`config.mk`:
```
export PLATFORM = sky130hd
export DESIGN_NAME = bus_timer_responder
export DESIGN_NICKNAME = d
export VERILOG_FILES = /design/src/rtl/bus_periph_pkg.sv /design/src/rtl/timer_prescaler.sv /design/src/rtl/bus_timer_responder.sv
export SDC_FILE = /design/constraint.sdc
export NUM_CORES = 1
export LEC_CHECK = 0
export CAP_MARGIN = 10
export CORE_MARGIN = 10
export CORE_UTILIZATION = 59
export DETAILED_ROUTE_END_ITERATION = 16
export PLACE_DENSITY = 0.86
export SLEW_MARGIN = 15
export SYNTH_ARGS = -nofsm -noshare
export SYNTH_HDL_FRONTEND = slang
export SYNTH_SLANG_ARGS = --single-unit
export TNS_END_PERCENT = 100
```
`constraint.sdc`:
```
create_clock -name clk -period 5.3 [get_ports clk]
set_clock_uncertainty 0.2 [all_clocks]
set_input_delay 0.53 -clock clk [delete_from_list [all_inputs] [get_ports clk]]
set_output_delay 0.53 -clock clk [all_outputs]
set_load 0.005 [all_outputs]
```
`src/rtl/bus_periph_pkg.sv`:
```
// Shared register map, CTRL bit positions and FSM encodings for the bus-attached
// timer peripherals.
package bus_periph_pkg;

  typedef enum logic [1:0] {
    ST_IDLE = 2'd0,
    ST_RUN  = 2'd1,
    ST_DONE = 2'd2
  } timer_state_e;

  localparam logic [1:0] OFF_CTRL   = 2'd0;
  localparam logic [1:0] OFF_LOAD   = 2'd1;
  localparam logic [1:0] OFF_COUNT  = 2'd2;
  localparam logic [1:0] OFF_STATUS = 2'd3;

  localparam int unsigned CTRL_EN_BIT     = 0;
  localparam int unsigned CTRL_AUTO_BIT   = 1;
  localparam int unsigned CTRL_IRQ_EN_BIT = 2;
  localparam int unsigned CTRL_PRESC_LSB  = 16;

  localparam int unsigned STATUS_EXP_BIT  = 0;

endpackage

```
`src/rtl/timer_prescaler.sv`:
```
// Free-running prescaler: counts while run is high and pulses tick on the cycle
// the count equals presc, giving a tick period of presc+1 cycles.
module timer_prescaler
  import bus_periph_pkg::*;
#(
  parameter int unsigned PRESC_W = 16
) (
  input  logic               clk,
  input  logic               rst_n,
  input  logic               run,
  input  logic               clear,
  input  logic [PRESC_W-1:0] presc,
  output logic               tick
);

  logic [PRESC_W-1:0] cnt;

  assign tick = run && (cnt == presc);

  always_ff @(posedge clk or negedge rst_n) begin
    if (!rst_n) begin
      cnt <= '0;
    end else if (clear) begin
      cnt <= '0;
    end else if (run) begin
      cnt <= tick ? '0 : cnt + 1'b1;
    end
  end

endmodule

```
`src/rtl/bus_timer_responder.sv`:
```
// Memory-mapped down-counting timer on the CPU's internal-memory bus: CTRL, LOAD,
// COUNT and STATUS registers, one-shot or auto-reload, with a level interrupt.
module bus_timer_responder
  import bus_periph_pkg::*;
#(
  parameter logic [31:0] BASE_ADDR = 32'h0000_2000,
  parameter int unsigned PRESC_W   = 16
) (
  input  logic        clk,
  input  logic        rst,
  input  logic [31:0] ADDR,
  input  logic [31:0] DATA_BUS_WRITE,
  input  logic        we,
  input  logic        cs,
  output logic [31:0] DATA_BUS_READ,
  output logic        irq
);

  timer_state_e state, state_nxt;

  logic               ctrl_auto;
  logic               ctrl_irq_en;
  logic [PRESC_W-1:0] ctrl_presc;
  logic [31:0]        load_reg;
  logic [31:0]        count_reg;
  logic               exp_flag;

  logic        sel;
  logic [1:0]  reg_off;
  logic        wr_ctrl, wr_load, wr_status, wr_en;
  logic        running, start, stop, presc_run;
  logic        tick, expire;
  logic [31:0] ctrl_word, rd_word;
  logic        unused_addr_bits;

  assign sel       = !cs && (ADDR[31:4] == BASE_ADDR[31:4]);
  assign reg_off   = ADDR[3:2];
  assign wr_ctrl   = sel && we && (reg_off == OFF_CTRL);
  assign wr_load   = sel && we && (reg_off == OFF_LOAD);
  assign wr_status = sel && we && (reg_off == OFF_STATUS);
  assign wr_en     = DATA_BUS_WRITE[CTRL_EN_BIT];
  assign expire    = tick && (count_reg == '0);
  assign unused_addr_bits = ^ADDR[1:0];

  timer_prescaler #(
    .PRESC_W(PRESC_W)
  ) u_presc (
    .clk  (clk),
    .rst_n(rst),
    .run  (presc_run),
    .clear(start),
    .presc(ctrl_presc),
    .tick (tick)
  );

  always_ff @(posedge clk or negedge rst) begin
    if (!rst) state <= ST_IDLE;
    else      state <= state_nxt;
  end

  always_comb begin
    state_nxt = state;
    unique case (state)
      ST_IDLE, ST_DONE: if (wr_ctrl && wr_en) state_nxt = ST_RUN;
      ST_RUN: begin
        if (wr_ctrl && !wr_en)        state_nxt = ST_IDLE;
        else if (expire && !ctrl_auto) state_nxt = ST_DONE;
      end
      default: state_nxt = ST_IDLE;
    endcase
  end

  // A disabling CTRL write wins over a coincident tick so COUNT and the
  // prescaler freeze exactly where they were.
  always_comb begin
    running   = (state == ST_RUN);
    start     = !running && wr_ctrl && wr_en;
    stop      = running && wr_ctrl && !wr_en;
    presc_run = running && !stop;
  end

  always_ff @(posedge clk or negedge rst) begin
    if (!rst) begin
      ctrl_auto   <= 1'b0;
      ctrl_irq_en <= 1'b0;
      ctrl_presc  <= '0;
    end else if (wr_ctrl) begin
      ctrl_auto   <= DATA_BUS_WRITE[CTRL_AUTO_BIT];
      ctrl_irq_en <= DATA_BUS_WRITE[CTRL_IRQ_EN_BIT];
      ctrl_presc  <= DATA_BUS_WRITE[CTRL_PRESC_LSB +: PRESC_W];
    end
  end

  always_ff @(posedge clk or negedge rst) begin
    if (!rst)         load_reg <= '0;
    else if (wr_load) load_reg <= DATA_BUS_WRITE;
  end

  // Expiry uses the AUTO value in force before any same-cycle CTRL write.
  always_ff @(posedge clk or negedge rst) begin
    if (!rst) begin
      count_reg <= '0;
    end else if (start) begin
      count_reg <= load_reg;
    end else if (tick) begin
      if (count_reg != '0) count_reg <= count_reg - 32'd1;
      else if (ctrl_auto)  count_reg <= load_reg;
    end
  end

  always_ff @(posedge clk or negedge rst) begin
    if (!rst)                                           exp_flag <= 1'b0;
    else if (expire)                                    exp_flag <= 1'b1;
    else if (wr_status && DATA_BUS_WRITE[STATUS_EXP_BIT]) exp_flag <= 1'b0;
  end

  always_comb begin
    ctrl_word                              = '0;
    ctrl_word[CTRL_EN_BIT]                 = running;
    ctrl_word[CTRL_AUTO_BIT]               = ctrl_auto;
    ctrl_word[CTRL_IRQ_EN_BIT]             = ctrl_irq_en;
    ctrl_word[CTRL_PRESC_LSB +: PRESC_W]   = ctrl_presc;
  end

  always_comb begin
    rd_word = '0;
    case (reg_off)
      OFF_CTRL:   rd_word = ctrl_word;
      OFF_LOAD:   rd_word = load_reg;
      OFF_COUNT:  rd_word = count_reg;
      OFF_STATUS: rd_word[STATUS_EXP_BIT] = exp_flag;
      default:    rd_word = '0;
    endcase
  end

  always_ff @(posedge clk or negedge rst) begin
    if (!rst) begin
      DATA_BUS_READ <= '0;
      irq           <= 1'b0;
    end else begin
      DATA_BUS_READ <= (sel && !we) ? rd_word : '0;
      irq           <= exp_flag && ctrl_irq_en;
    end
  end

endmodule

```
; ---- Word-level counts from Yosys, hierarchy flattened
; Index checks and enable logic that the tools add are counted.
[classes]
add_sub_neg = 2
n_reduce_logical = 35
eq_ne = 9
muxes = 16
[ops]
columns = op, count
row1 = 32-bit two-way mux, 5
row2 = 31-bit case mux with 3 select lines, 1
row3 = 16-bit two-way mux, 3
row4 = 32-bit logical NOT, 1
row5 = 32-bit nonzero test, 1
row6 = 32-bit by 1-bit subtractor with 32-bit output (second input constant), 1
row7 = 28-bit by 10-bit equality test with 1-bit output (second input constant), 1
row8 = 1-bit logical AND, 18
row9 = 16-bit by 1-bit adder with 16-bit output (second input constant), 1
row10 = 16-bit equality test, 1
row11 = 2-bit equality test (second input constant), 3
row12 = 1-bit logical NOT, 6
row13 = 2-bit two-way mux, 3
row14 = 2-bit nonzero test, 3
row15 = 2-bit by 1-bit equality test with 1-bit output (second input constant), 2
row16 = 2-bit logical NOT, 2
row17 = 1-bit case mux with 4 select lines, 1
row18 = 2-bit case mux with 2 select lines, 1
row19 = 2-bit AND reduction, 2
row20 = 3-bit by 1-bit != test with 1-bit output (second input constant), 1
row21 = 3-bit nonzero test, 1
row22 = 1-bit two-way mux, 2
row23 = 2-bit != test (second input constant), 1
row24 = 2-bit OR reduction, 1
[word_totals]
regBits = 134
inputBits = 68
output_inout_bits = 33
wordCells = 72

; ---- Logic depth before layout (Yosys ltp)
; Gate-level depths: netlist of the first run.
[depth]
word_depth = 14
mapped_depth = 10

; ---- Cells and area by module
; Synthesis of the first run repeated with hierarchy kept, for this count alone.
[hier_totals]
cells_unflattened = 725
area_unflattened_um2 = 7025.5
[modules_own_cells]
columns = mod, seq_area_each_um2, cells_each, instances, area_per_inst_um2
row1 = bus_timer_responder, 2952.8, 602, 1, 5925.7
row2 = timer_prescaler, 400.4, 123, 1, 1099.8

; ---- Worst setup path before layout of the first run
; No wires, ideal clock.
[synth_path]
path_kind = reg-to-reg
startpoint = register count_reg[23]
endpoint = register count_reg[13]
stages_incl_launch_ff = 9
path_buffers = 2
arrival_ns = 2.616
required_time_ns = 4.967
slack_ns = 2.351
path_cell_list = dfrtp_1 or4_4 or4_1 buf_2 or3_4 o31a_4 buf_2 a211oi_1 o22ai_1
[synth_via]
elab_chain_cells = 4
word_cells_on_any_way = 6
cone_classes = mux (3) / reduce/logical (3)
[synth_rtl]
columns = element, line
row1 = start: declaration, bus_timer_responder.sv:25  ; logic [31:0] count_reg;
row2 = start signal: assignment, bus_timer_responder.sv:104  ; count_reg <= load_reg;
row3 = start signal: assignment, bus_timer_responder.sv:106  ; if (count_reg != '0) count_reg <= count_reg - 32'd1;
row4 = start signal: assignment, bus_timer_responder.sv:107  ; else if (ctrl_auto) count_reg <= load_reg;
row5 = 32-bit nonzero test (*), bus_timer_responder.sv:106
row6 = 32-bit two-way mux, bus_timer_responder.sv:106
row7 = 32-bit two-way mux, bus_timer_responder.sv:105  ; end else if (tick) begin
row8 = 32-bit two-way mux, bus_timer_responder.sv:103  ; end else if (start) begin
; Mark *: on every way between the ends. The rest lies on a longest branch, timed or not. The select of a mux whose other input is x is not followed.
; A chain may end at the register's enable or synchronous reset.

; ---- Worst setup path in the final report of the first run
[layout_path]
startpoint = register count_reg[26]
endpoint = register count_reg[5]
; The elaborated chain is that of the path after synthesis.

==> results of run 1 <==
## worst max-delay path, delay by kind of cell, from the launching register on
kind / cells / cell delay (ns)
DFF: 1 / 0.42
buffers and inverters: 1 / 0.28
and+or+nand+nor: 4 / 2.31
AOI/OAI and AO/OA: 2 / 0.27
## per-layer routing
| metal | GRT usage, % | part of all wire, % | vias up |
|---|---|---|---|
| met3 | 6.97 | 9.4 | 75 |
| li1 | - | - | 2852 |
| met4 | 12.3 | 3.7 | 0 |
| met1 | 30.1 | 38 | 3109 |
| met2 | 43.7 | 49 | 371 |
| met5 | 0 | 0 | - |
## synth_stat cells (6+ instances only)
master / instances / area, µm²
clkbuf_1: 33 / 124
nor4_1: 22 / 138
dfrtp_1: 134 / 3350
nand2_1: 87 / 327
nor2_1: 74 / 278
mux2_2: 31 / 349
a21oi_1: 31 / 155
o2bb2ai_1: 6 / 52.6
a21o_1: 7 / 52.6
o211ai_1: 16 / 120
nand3_1: 25 / 125
a22oi_1: 21 / 158
nor3_1: 22 / 110
mux2i_1: 40 / 400
o21ai_0: 24 / 120
a22o_1: 6 / 52.6
or3_1: 8 / 50.1
nand4_1: 17 / 106
a211oi_1: 7 / 52.6
inv_1: 18 / 67.6
xor2_1: 17 / 149
or4_1: 7 / 52.6
a31oi_1: 10 / 62.6
## path summary, 6_finish.rpt
check                                          to  cells past startpoint  slack (ns)     startpoint
worst max register to register       count_reg[5]                      7        1.64  count_reg[26]
worst min register to register           state[1]                      1        0.31       state[0]
worst min-delay path            DATA_BUS_READ[18]                      1       -0.02            rst
max in group asynchronous       DATA_BUS_READ[27]                      2        3.82            rst
min in group clk                         state[1]                      1        0.31       state[0]
worst max-delay path                 count_reg[5]                      7        1.64  count_reg[26]
## kinds of logic (layout without fill, tap and decap cells)
kind of cell | after synthesis | after routing | share of synthesized area, %
compound gates | 151 | 151 | 14.4
xor+xnor | 19 | 19 | 2.37
buf+inv | 60 | 160 | 3.49
mux | 72 | 72 | 11.0
simple gates | 293 | 293 | 20.5
fa+ha+maj | 3 | 3 | 0.534
flops | 134 | 134 | 47.7
## through the flow
stage | utilization [%] | power [µW]
after floorplan | - | 1060
after global placement | 70.3 | 1140
after detailed placement | 70.3 | 1140
after CTS | 74.9 | 2220
after global routing | 75.0 | 2270
final | 75.0 | 2210
## final cells by class
class,count,area share (%)
clock buffers,21,5.31
clock inverters,9,0.924
multi-input cells,538,39.7
repair buffers,112,12.5
inverters,18,0.779
well taps,143,2.06
flip-flops and latches,134,38.7
## power by group through the flow
stage / sequential, µW / combinational [µW] / clock, µW
2_1_floorplan: 1040 / 20.4 / 0
3_5_place_dp: 1040 / 99.4 / 0
3_3_place_gp: 1040 / 96.4 / 0
5_1_grt: 1020 / 108 / 1140
6_report: 1020 / 99.6 / 1090
4_1_cts: 1020 / 100 / 1090
==> flow_metrics.tcl, run 1 <==
set metrics [dict create \
    outcome "complete, but fails checks" \
    violations "negative hold slack" \
    cp_max_fo 7 \
    insertion_delay_ns 0.43 \
    synth_area_um2 7030 \
    hold_viol 63 \
    die_x_um 129 \
    drt_iter0_drc 660 \
    cpPeakStageDelay_ns 0.72 \
    numCtsBuffers 17 \
    clock-sinks 134 \
    setup_slack_ns 1.64 \
    post_cts_buffers 0 \
    grt_pass1_wl_um 34300 \
    pwr-share-clk_pct 49.2 \
    rsz0062_at_grt "false" \
    stdcell_area_um2 8670 \
    htreeDepth 4 \
    dieArea_um2 16700 \
    tns_ns 0 \
    place_area_um2 8130 \
    grt_max_degree 89 \
    pwr-share-comb_pct 4.5 \
    drt-pass1-iter-count 5 \
    p_sw_share_pct 21.6 \
    regArea_um2 3350 \
    maxCapViolations 0 \
    clock.fmax_mhz 273 \
    first_global_vias 6669 \
    cts_resized 0 \
    ys_warn_count 0 \
    tightest_slew_ns 1.14 \
    fin_crit_ns 3.66 \
    cp_cell_sequence "or4_1, or4_1, nor4_4, nor2_1, buf_4, o21ai_0, a22oi_1" \
    worstPathArrival_ns 3.70 \
    synth_ff_type "dfrtp_1" \
    antenna_found_initial 0 \
    ant_nets 0 \
    p_leak_uw 0.00397 \
    cts_tree "yes" \
    place_inst 945 \
    cts.path.max_buffers 2 \
    syn_inst 732 \
    finalSetupViolCount 0 \
    synth_cell_types 57 \
    totalWireLength_um 21100 \
    initial_core_util_pct 60.8 \
    dp_slack_ns 1.31 \
    antenna-diode-count 0 \
    path_class "register to register" \
    final_cell_mix "dfrtp_1 (134), clkdlybuf4s50_1 (97), nand2_1 (87)" \
    hold_path_class "input pin to async pin" \
    num_rows 39 \
    layout.cells.most_common "dfrtp_1" \
    avgSynthCellArea_um2 9.61 \
    clk_pin_slew_worst_paths_ns 0.06 \
    path_common_cell "or4_1" \
    ys_seq_elements 134 \
    grt_overflow 0 \
    power.density_nw_per_um2 255 \
    synth.net_count 803 \
    p_int_uw 1730 \
    min_period_over_period_pct 69.1 \
    port_buffers 98 \
    power_frac_seq_pct 46.3 \
    synth_edf_count 0 \
    die_h_um 129 \
    wire_per_inst_um 21.6 \
    drc 0 \
    startpoint_type "register" \
    fillers 793 \
    p_sw_uw 477 \
    slew_headroom_pct 23.9 \
    vdd_drop_max_uv 230 \
    required_ns 5.34 \
    areaGrowthSynthToFinish_pct 23.3 \
    cts_root_buffer "clkbuf_16" \
    gp_congestion 0.899 \
    hold_slack_ns -0.0222 \
    cts_hold_buf 0 \
    async_flop_share_pct 100 \
    num_vias 6407 \
    end_kind "register" \
    yosysSeqAreaShare_pct 47.7 \
    dp_hpwl_um 14500 \
    cp_slowest_cell "or4_1" \
    stdcell_count 975 \
    layout-drive-gt1-share_pct 11.1 \
    multiInputGateArea_um2 3440 \
    fin_nets 892 \
    grt.total_usage_pct 25.9 \
    final-max-slew-violation-count 0 \
    io-pin-count 101 \
    core_area_um2 11600 \
    drt-vias-per-instance 6.57 \
]
Note: power is estimated with default switching activity, not from simulation.
==> run 2: changes to the inputs <==
- CORE_UTILIZATION: 59 -> 50
- PLACE_DENSITY: 0.86 -> 0.77
- clock period: 5.3 -> 3.1 ns (I/O delays scaled with it)
==> run 2 against run 1 <==
The run now ends clean. Combinational power rose by 76%. Cell count rose by 8.5%. Routed wire length rose by 0.15%. Sequential power rose by 72%. Via count barely moved. Sequential cell count did not move. Global-route usage fell by 4.2 points. Non-clock buffer count rose by 44. First-iteration DRC count rose by 0.91%. Worst setup slack got worse by 1.6 ns.
==> flow_metrics.tcl, run 2 (synthesis results as in run 1) <==
set metrics [dict create \
    final-max-slew-violation-count 0 \
    hold_viol 0 \
    required_ns 3.20 \
    power_frac_seq_pct 43.5 \
    gp_congestion 0.950 \
    areaGrowthSynthToFinish_pct 30.3 \
    ant_nets 0 \
    total_power_uw 4020 \
    maxCapViolations 0 \
    place_area_um2 8530 \
    io-pin-count 101 \
    p_sw_uw 851 \
    cp_slowest_cell "or4_4" \
    wire_per_inst_um 20.0 \
    outcome "complete, no violations" \
    antenna-diode-count 0 \
    grt_max_degree 82 \
    insertion_delay_ns 0.42 \
    drt_iter0_drc 666 \
    drt-vias-per-instance 6.06 \
    htreeDepth 4 \
    hold_path_class "input pin to async pin" \
    place_inst 1025 \
    stdcell_count 1058 \
    p_int_uw 3170 \
    totalWireLength_um 21100 \
    pwr-share-comb_pct 4.3 \
    pwr-share-clk_pct 52.2 \
    num_vias 6408 \
    grt_overflow 0 \
    tns_ns 0 \
    grt_pass1_wl_um 34500 \
    r2r_cells 8 \
    grt.met3_usage_pct 6.03 \
    path_common_cell "buf_4" \
    cp_max_fo 15 \
    core_area_um2 13800 \
    critical-path-top-delay-family "simple AND/OR/NAND/NOR gates" \
    final_cell_mix "dfrtp_1 (134), clkdlybuf4s50_1 (97), nand2_1 (87)" \
    finalSetupViolCount 0 \
    gr-usage-met2_pct 35.0 \
    drt-pass1-iter-count 5 \
    numCtsBuffers 17 \
    initial_core_util_pct 50.9 \
    startpoint_type "register" \
    p_sw_share_pct 21.1 \
    cts.path.max_buffers 2 \
    layout.cells.most_common "dfrtp_1" \
    top_usage_layer "met2" \
    cpPeakStageDelay_ns 0.59 \
    die_h_um 139 \
    clock.fmax_mhz 331 \
    cp_cell_sequence "or4_1, or4_4, buf_4, nor4_2, o21ai_1, buf_4, o211a_1, o22a_1" \
    port_buffers 98 \
    antenna_found_initial 0 \
    layout-drive-gt1-share_pct 15.8 \
    num_rows 43 \
    fin_nets 936 \
    power.density_nw_per_um2 439 \
    clock-sinks 134 \
    path_class "register to register" \
    tightest_slew_ns 1.03 \
    critPathBufInv 2 \
    post_cts_buffers 0 \
    grt.total_usage_pct 21.6 \
    p_leak_uw 0.00424 \
    min_period_over_period_pct 97.4 \
    slew_headroom_pct 31.0 \
    fin_crit_ns 3.02 \
    worstPathArrival_ns 3.12 \
    drc 0 \
    end_kind "register" \
    dieArea_um2 19200 \
    met1_usage_pct 27.1 \
    cts_tree "yes" \
    stdcell_area_um2 9170 \
    cts_root_buffer "clkbuf_16" \
    die_x_um 139 \
    dp_hpwl_um 15000 \
    vdd_drop_max_uv 367 \
    path_depth 8 \
    clk_pin_slew_worst_paths_ns 0.06 \
    first_global_vias 6571 \
]
## run 2: changes by cell type in the layout (fill, tap and decap cells not counted), moves of 2 or more
cell,previous run,this run
buf_12,0,3
bufinv_16,1,3
buf_4,14,55
clkinvlp_4,4,1
clkinv_4,0,3
## run 2: worst paths after layout
check                                     end               start  slack (ns)
worst min register to register    ctrl_irq_en         ctrl_irq_en        0.32
worst max register to register  count_reg[16]       count_reg[27]        0.08
worst max-delay path            count_reg[16]       count_reg[27]        0.08
worst min-delay path            count_reg[16]                 rst        0.14
min in group clk                ctrl_presc[5]  DATA_BUS_WRITE[21]        0.25
max in group asynchronous        load_reg[27]                 rst        1.83
## run 2: area by class of cell
class	instances	area [µm²]
Timing Repair Buffer	156	1450
Tap cell	180	225
Clock buffer	21	470
Clock inverter	11	148
Inverter	18	67.6
Multi-Input combinational cell	538	3450
Fill cell	1090	4660
Sequential cell	134	3350
## run 2: routing by layer
layer	share of wire, %	up-vias
met5	0	-
met3	7.8	36
met4	2.0	0
met1	42	3130
met2	48	303
li1	-	2939
## run 2: power groups by stage
stage	clock, µW	sequential (µW)	combinational (µW)
finish	2100	1750	175
CTS	2110	1750	178
global route	2200	1750	192
global placement	0	1780	171
detailed placement	0	1780	176
floorplan	0	1780	34.9
## run 2: repair_timing
| item | in CTS | in global routing |
|---|---|---|
| resized for setup | 0 | 2 |
| setup endpoints to repair | 0 | 18 |
| hold buffers | 1 | 0 |
| hold endpoints to repair | 22 | 0 |
## run 2: metrics by stage
| step | util (%) | setup WS [ns] | hold slack [ns] |
|---|---|---|---|
| floorplan | - | 0.151 | -0.186 |
| global placement | 61.7 | 0.0889 | 0.0253 |
| CTS | 66.2 | 0.00703 | 0.134 |
| finish | 66.3 | 0.0815 | 0.142 |
| detailed placement | 61.7 | 0.0482 | 0.0320 |
| global route | 66.3 | -0.0109 | 0.154 |
